<file path="src/rtl/block_dispatch.sv">
// rtl/block_dispatch.sv - kernel block dispatcher; optional DISPATCH_PERF_EN adds kernel_cycles
module block_dispatch #(
  parameter  int NUM_CORES         = 2,
  parameter  int THREADS_PER_BLOCK = 4,
  localparam int TC_BITS           = $clog2(THREADS_PER_BLOCK) + 1
) (
  input  logic                           clk,
  input  logic                           reset,
  input  logic                           start,
  input  logic [7:0]                     thread_count,
  input  logic [NUM_CORES-1:0]           core_done,
  output logic [NUM_CORES-1:0]           core_start,
  output logic [NUM_CORES-1:0]           core_reset,
  output logic [NUM_CORES*8-1:0]         core_block_id,
  output logic [NUM_CORES*TC_BITS-1:0]   core_thread_count,
`ifdef DISPATCH_PERF_EN
  output logic [31:0]                    kernel_cycles,
`endif
  output logic                           done
);

  localparam int SHIFT = $clog2(THREADS_PER_BLOCK);

  typedef enum logic [1:0] {IDLE, INIT, RUN, DONE} state_t;

  state_t                         state, state_nxt;
  logic [7:0]                     tc_q, tc_nxt;
  logic [8:0]                     total_q, total_nxt;
  logic [8:0]                     disp_q, disp_nxt;
  logic [8:0]                     comp_q, comp_nxt;
  logic                           done_nxt;
  logic [NUM_CORES-1:0]           start_nxt, reset_nxt;
  logic [NUM_CORES*8-1:0]         id_nxt;
  logic [NUM_CORES*TC_BITS-1:0]   cnt_nxt;

  logic [8:0]                     launch_blocks;
  logic [7:0]                     rem;
  logic [TC_BITS-1:0]             last_cnt;
  logic [8:0]                     run_idx, run_comp;

  // Nine-bit ceiling division so a 255-thread launch cannot wrap.
  assign launch_blocks = ({1'b0, thread_count} + 9'(THREADS_PER_BLOCK - 1)) >> SHIFT;
  assign rem           = tc_q & 8'(THREADS_PER_BLOCK - 1);
  assign last_cnt      = (rem != 8'd0) ? TC_BITS'(rem) : TC_BITS'(THREADS_PER_BLOCK);

  // Next-state, completion accounting and block assignment.
  always_comb begin
    state_nxt = state;
    tc_nxt    = tc_q;
    total_nxt = total_q;
    disp_nxt  = disp_q;
    comp_nxt  = comp_q;
    done_nxt  = done;
    start_nxt = core_start;
    reset_nxt = core_reset;
    id_nxt    = core_block_id;
    cnt_nxt   = core_thread_count;
    run_idx   = disp_q;
    run_comp  = comp_q;
    case (state)
      IDLE, DONE: begin
        if (start) begin
          tc_nxt    = thread_count;
          total_nxt = launch_blocks;
          disp_nxt  = 9'd0;
          comp_nxt  = 9'd0;
          done_nxt  = 1'b0;
          reset_nxt = '1;
          state_nxt = INIT;
        end
      end
      INIT: begin
        reset_nxt = '0;
        state_nxt = RUN;
      end
      RUN: begin
        // Reset pulses last exactly one cycle; a pulsing core is not free this edge.
        reset_nxt = '0;
        for (int i = 0; i < NUM_CORES; i++) begin
          if (core_start[i] && core_done[i]) begin
            start_nxt[i] = 1'b0;
            reset_nxt[i] = 1'b1;
            run_comp     = run_comp + 9'd1;
          end else if (!core_start[i] && !core_reset[i] && (run_idx < total_q)) begin
            start_nxt[i]                    = 1'b1;
            id_nxt[i*8 +: 8]                = run_idx[7:0];
            cnt_nxt[i*TC_BITS +: TC_BITS]   = (run_idx == total_q - 9'd1) ?
                                              last_cnt : TC_BITS'(THREADS_PER_BLOCK);
            run_idx                         = run_idx + 9'd1;
          end
        end
        disp_nxt = run_idx;
        comp_nxt = run_comp;
        if (comp_q == total_q) begin
          done_nxt  = 1'b1;
          state_nxt = DONE;
        end
      end
      default: state_nxt = IDLE;
    endcase
  end

  // State and output registers; reset aborts any kernel in flight.
  always_ff @(posedge clk or posedge reset) begin
    if (reset) begin
      state             <= IDLE;
      tc_q              <= 8'd0;
      total_q           <= 9'd0;
      disp_q            <= 9'd0;
      comp_q            <= 9'd0;
      done              <= 1'b0;
      core_start        <= '0;
      core_reset        <= '0;
      core_block_id     <= '0;
      core_thread_count <= '0;
    end else begin
      state             <= state_nxt;
      tc_q              <= tc_nxt;
      total_q           <= total_nxt;
      disp_q            <= disp_nxt;
      comp_q            <= comp_nxt;
      done              <= done_nxt;
      core_start        <= start_nxt;
      core_reset        <= reset_nxt;
      core_block_id     <= id_nxt;
      core_thread_count <= cnt_nxt;
    end
  end

`ifdef DISPATCH_PERF_EN
  // Saturating count of INIT and RUN cycles, cleared on each accepted launch.
  always_ff @(posedge clk or posedge reset) begin
    if (reset) begin
      kernel_cycles <= 32'd0;
    end else if (((state == IDLE) || (state == DONE)) && start) begin
      kernel_cycles <= 32'd0;
    end else if (((state == INIT) || (state == RUN)) && (kernel_cycles != 32'hFFFF_FFFF)) begin
      kernel_cycles <= kernel_cycles + 32'd1;
    end
  end
`endif

endmodule

</file>
<file path="config.mk">
export PLATFORM = sky130hd
export DESIGN_NAME = block_dispatch
export DESIGN_NICKNAME = d
export VERILOG_FILES = /design/src/rtl/block_dispatch.sv
export SDC_FILE = /design/constraint.sdc
export NUM_CORES = 1
export LEC_CHECK = 0
export CAP_MARGIN = 20
export CORE_AREA = 2 2 115 89
export CTS_BUF_LIST = sky130_fd_sc_hd__clkbuf_8
export DETAILED_ROUTE_END_ITERATION = 10
export DIE_AREA = 0 0 117 91
export PLACE_DENSITY = 0.55
export SYNTH_ARGS = -nofsm -noshare
export SYNTH_HDL_FRONTEND = slang
export SYNTH_SLANG_ARGS = --single-unit
</file>
<file path="constraint.sdc">
create_clock -name clk -period 8.07 [get_ports clk]
set_input_delay 1.614 -clock clk [delete_from_list [all_inputs] [get_ports clk]]
set_output_delay 1.614 -clock clk [all_outputs]
set_load 0.03 [all_outputs]
</file>
# Yosys cells after proc, flatten, opt, wreduce, memory -nomap -nowiden
# Index checks and enable logic that the tools add are counted.
# totals
reg_bits	56
in_bits	13
out_inout_bits	27
word_cells	83
# classes
addsub	6
order_cmp	2
n_eq_ne	8
mux	28
bitwise_logic	2
n_reduce_logical	24
# ops
cell	n
2-to-1 mux 9 bit	9
adder 9 x 1 -> 9 bit (second input constant)	4
one-hot mux 9 bit (2 select lines)	2
== test 9 bit	2
less-than comparator 9 x 7 -> 1 bit	2
one-hot mux 2 bit (3 select lines)	2
AND reduction 2 bit	5
adder 8 x 2 -> 9 bit (second input constant)	1
== test 9 x 7 -> 1 bit	1
2-to-1 mux 3 bit	3
AND reduction 3 bit	3
2-to-1 mux 1 bit	8
nonzero test 8 bit	1
subtractor 7 x 1 -> 8 bit (second input constant)	1
logical AND 1 bit	6
2-to-1 mux 2 bit	3
nonzero test 2 bit	3
== test 2 bit (second input constant)	2
zero test 1 bit	4
inequality test 2 bit (second input constant)	2
== test 2 x 1 -> 1 bit (second input constant)	1
zero test 2 bit	1
NOT 1 bit	2
one-hot mux 1 bit (2 select lines)	1
OR reduction 2 bit	1

# Longest topological paths before layout
# depth
ltp_word	11
mapped_depth	17
ltp_nobuf	15

# Worst setup path before layout
# No wires, ideal clock.
# synth_timing
path_kind	reg-to-reg
startpoint	register total_q[2]
endpoint	register core_block_id[10]
setup_time_ps	128
t_arrival_ps	3702
required_ps	7942
setup_slack_ps	4240
stages_incl_launch_ff	15
cell_sequence	dfrtp_1 -> clkbuf_1 -> inv_1 -> ha_1 -> o211ai_1 -> a211oi_2 -> nor3_1 -> xor2_1 -> ha_1 -> a211oi_1 -> a31oi_1 -> nor2_1 -> nand3_4 -> buf_6 -> mux2_1
# synth_via
elab_chain_cells	8
# synth_rtl
item	line_no	text
from (decl)	28	logic [8:0] total_q, total_nxt;
from (signal assigned)	119	total_q <= total_nxt;
less-than comparator 9 x 7 -> 1 bit	84	end else if (!core_start[i] && !core_reset[i] && (run_idx < total_q)) begin
logical AND 1 bit	84	
2-to-1 mux 9 bit	84	
2-to-1 mux 9 bit	80	if (core_start[i] && core_done[i]) begin
2-to-1 mux 9 bit	60	case (state)
less-than comparator 9 x 7 -> 1 bit	84	
logical AND 1 bit	84	
AND reduction 3 bit (no line)	--	
to (signal assigned)	125	core_block_id <= id_nxt;
to (decl)	14	output logic [NUM_CORES*8-1:0] core_block_id,
# Parallel ways exist; a longest one is shown, timed or not. The select of a mux whose other input is x is not followed.
# A chain may end at the register's enable or synchronous reset.

# Worst setup path after layout
# layout_timing
startpoint	register total_q[5]
endpoint	register core_thread_count[4]
# layout_via
elab_chain_cells	8
elab_cells_between_ends	11
classes_between	add/sub: 1; order compare: 2; eq/ne: 1; mux: 4; reduce/logical: 3
# layout_rtl
item	line_no	text
less-than comparator 9 x 7 -> 1 bit	84	
logical AND 1 bit	84	
2-to-1 mux 9 bit	84	
2-to-1 mux 9 bit	80	
2-to-1 mux 9 bit	60	
less-than comparator 9 x 7 -> 1 bit	84	
logical AND 1 bit	84	
AND reduction 3 bit (no line)	--	
to (signal assigned)	126	core_thread_count <= cnt_nxt;
to (decl)	15	output logic [NUM_CORES*TC_BITS-1:0] core_thread_count,
# Parallel ways exist; a longest one is shown, timed or not. The select of a mux whose other input is x is not followed.

==> results.py <==
metrics = {
    "worst_setup_path": {
        "r2r_cells": 13,
        "path_buf_inv": 1,
        "cp_top_family": "simple AND/OR/NAND/NOR gates",
        "cp_max_fo": 14,
        "cpPeakStageDelay_ps": 630,
        "path_class": "reg2reg",
        "worstSetupEndpointType": "register",
        "cp-start-kind": "register",
        "crit_chain": "inv_1, ha_1, nand2_1, a211oi_2, nor3_1, xor2_1, ha_1, a211oi_1, a31oi_1, nor2_1, nand3_4, nor4_4, a22o_1",
        "worst_ep_arrival_time_ps": 4860,
        "slowest_stage": "a211oi_2",
        "path_depth": 13,
        "path_common_cell": "ha_1",
        "required_ps": 8340,
    },
    "yosys": {
        "yosysUniqueCellTypes": 53,
        "ys_seq_area_frac": 0.383,
        "synth_edf_count": 0,
        "async_flop_share": 1.00,
        "syn_inst": 404,
        "synth_top_area_share": 0.383,
        "ys_ff_latch": 56,
        "syn_area_um2": 3660,
        "ys.flop_type": "dfrtp_1",
        "avgSynthCellArea_um2": 9.05,
        "yosys_warnings": 0,
        "syn-num-nets": 438,
        "synth.area.top_cells": "dfrtp_1 (38%), ha_1 (7.2%), nand2_1 (7.2%)",
        "yosysTopAreaCell": "dfrtp_1",
    },
    "timing": {
        "slew_headroom": 0.261,
        "fmax_ghz": 0.218,
        "skew_ps": 9.41,
        "slew_viol_final": 0,
        "period_share": 0.569,
        "setup_violations": 0,
        "period_minus_slack_ps": 4590,
        "hold_violations": 0,
        "tightestPinTransition_ps": 1100,
        "setup_slack_ps": 3480,
        "finalSetupTns_ps": 0,
        "worst_hold_slack_ps": 484,
        "rsz0062_at_grt": "false",
    },
    "placed_design": {
        "gp_congestion": 0.890,
        "dp_hpwl_um": 7260,
        "dpl-instance-area_um2": 4130,
        "portBuffers": 39,
        "detailedPlace.worstSlack_ps": 3560,
    },
    "detailed_routing": {
        "initialDrtViolationCount": 181,
        "ant_nets": 0,
        "totalWireLength_um": 9790,
        "dr.pass1.iters": 4,
        "route.detailed.drc": 0,
        "vias": 2954,
        "vias_per_cell": 5.25,
        "wl_per_cell_um": 17.4,
    },
    "global_routing": {
        "use_met3": 0.0367,
        "grt_pass1_wl_um": 15900,
        "grt_max_degree": 57,
        "antenna_found_initial": 0,
        "busiest_layer": "met1",
        "gr-usage-met1": 0.323,
        "grt_pass1_vias": 2853,
        "grt_usage": 0.195,
        "grt_use_met2": 0.259,
        "overflow": 0,
    },
    "clock_network": {
        "cts_tree": "yes",
        "clockBufferDepth": 2,
        "clk_pin_slew_ps": 110,
        "cts_resized": 0,
        "htree_levels": 2,
        "clock_latency_ps": 320,
        "cts_sinks": 56,
        "cts_buffers": 5,
        "cts_setup_buffers": 0,
        "root_buffer": "clkbuf_8",
        "hold_buffers": 0,
    },
    "power_and_ir_drop": {
        "p_leak_nw": 1.87,
        "p_per_area_nw_per_um2": 303,
        "ir_worst_vdd_mv": 0.104,
    },
    "die": {
        "die_w_um": 117,
        "die_area_um2": 10600,
        "num_io_pins": 40,
        "rows": 31,
        "start_util": 0.385,
        "die_h_um": 91,
        "coreArea_um2": 9500,
    },
    "hold_path": {
        "min-delay-path-class": "reg2reg",
        "min_path_cells": 2,
    },
    "layout": {
        "fin_area_um2": 4240,
        "antennaDiodeCount": 0,
        "nNetsFinal": 464,
        "synthToLayoutAreaGrowth_pct": 16.1,
        "drive_gt1_frac": 0.0603,
    },
    "job": {
        "drv_cap": 0,
    },
    "run_status": {
        "outcome": "complete, no violations",
    },
}
[placed cells by master, fill, tap and decap left out, drive strengths merged, types with 8 or more instances in the layout]
cell,n
ha,21
nor3,12
clkdlybuf4s50,39
mux2,8
inv,20
nand2,70
nand3,12
a21oi,13
dfrtp,56
xor2,16
o21ai,31
and3,8
xnor2,25
nor2,15
[cells in the mapped netlist (2+ instances only)]
| cell type | n |
|---|---|
| a41oi_1 | 2 |
| nor4_4 | 3 |
| ha_1 | 21 |
| a22o_1 | 5 |
| mux2_1 | 2 |
| nand4_1 | 6 |
| nand3_1 | 11 |
| nor2_1 | 15 |
| inv_1 | 20 |
| and2_1 | 6 |
| and3_1 | 8 |
| clkbuf_1 | 19 |
| or4_1 | 2 |
| mux2i_1 | 2 |
| nand2b_1 | 3 |
| nor4_1 | 4 |
| or2_2 | 2 |
| and4_1 | 3 |
| o21ai_0 | 30 |
| xor2_1 | 16 |
| o21a_1 | 4 |
| nor3_1 | 12 |
| or3_1 | 3 |
| a31oi_1 | 4 |
| o22ai_1 | 2 |
| xnor2_1 | 25 |
| a21oi_1 | 12 |
| nand2_1 | 70 |
| nor2b_1 | 2 |
| dfrtp_1 | 56 |
| o31ai_1 | 3 |
| mux2_2 | 6 |
| xnor3_1 | 2 |
| o211ai_1 | 4 |
[metrics by stage]
step           utilization  cells  total power (W)
2_1_floorplan            -    404         0.000896
3_3_place_gp         0.435    555          0.00110
3_5_place_dp         0.435    555          0.00110
4_1_cts              0.446    563          0.00130
5_1_grt              0.446    563          0.00139
6_report             0.446    563          0.00129
[worst paths after layout]
kind                                       start  slack [ps]                    to
worst max-delay path                  total_q[5]        3480  core_thread_count[4]
worst min-delay path            core_block_id[1]         480      core_block_id[1]
worst max register to register        total_q[5]        3480  core_thread_count[4]
worst min register to register  core_block_id[1]         480      core_block_id[1]
max in group asynchronous                  reset        5780     core_block_id[13]
min in group asynchronous                  reset        1800             comp_q[0]
[power breakdown]
group / switching (W) / internal, W / leakage (nW) / total (W)
Clock: 0.0000989 / 0.0000921 / 0.0541 / 0.000191
Combinational: 0.000415 / 0.000258 / 1.08 / 0.000673
Sequential: 0.0000843 / 0.000339 / 0.742 / 0.000424
[flip-flops by register name, indices dropped and copies added, names as in the netlist]
signal and count:
comp_q 9, core_block_id 16, core_reset 2, core_start 2, core_thread_count 6, disp_q 9
done 1, state 2, tc_q 2, total_q 7
[routing by layer]
| layer | part of all wire | up-vias |
|---|---|---|
| met5 | 0 | - |
| met2 | 0.39 | 73 |
| met1 | 0.54 | 1415 |
| li1 | - | 1462 |
| met4 | 0.0046 | 0 |
| met3 | 0.066 | 4 |
[cells by family after synthesis]
logic type	count (synthesis)	synth area share
AO/OA/AOI/OAI	79	0.142
XOR/XNOR	43	0.111
adder cells (fa/ha/maj)	22	0.0746
buffers and inverters	41	0.0445
flip-flops	56	0.383
multiplexers	10	0.0301
AND/OR/NAND/NOR	153	0.215
[final cells by class]
cell class / instances / area [µm²]
fillers: 943 / 5260
multi-input cells: 307 / 2090
flip-flops and latches: 56 / 1400
repair buffers: 40 / 398
well taps: 132 / 165
inverters: 20 / 75.1
clock buffers: 5 / 68.8
clock inverters: 3 / 42.5
[worst register-to-register path, cell delays in order, from the launching register on]
cell and delay [ps]:
dfrtp_1 500, inv_1 110, ha_1 290, nand2_1 110, a211oi_2 640, nor3_1 220
xor2_1 560, ha_1 380, a211oi_1 240, a31oi_1 100, nor2_1 480, nand3_4 310
nor4_4 420, a22o_1 170
Note: power is estimated with default switching activity, not from simulation.
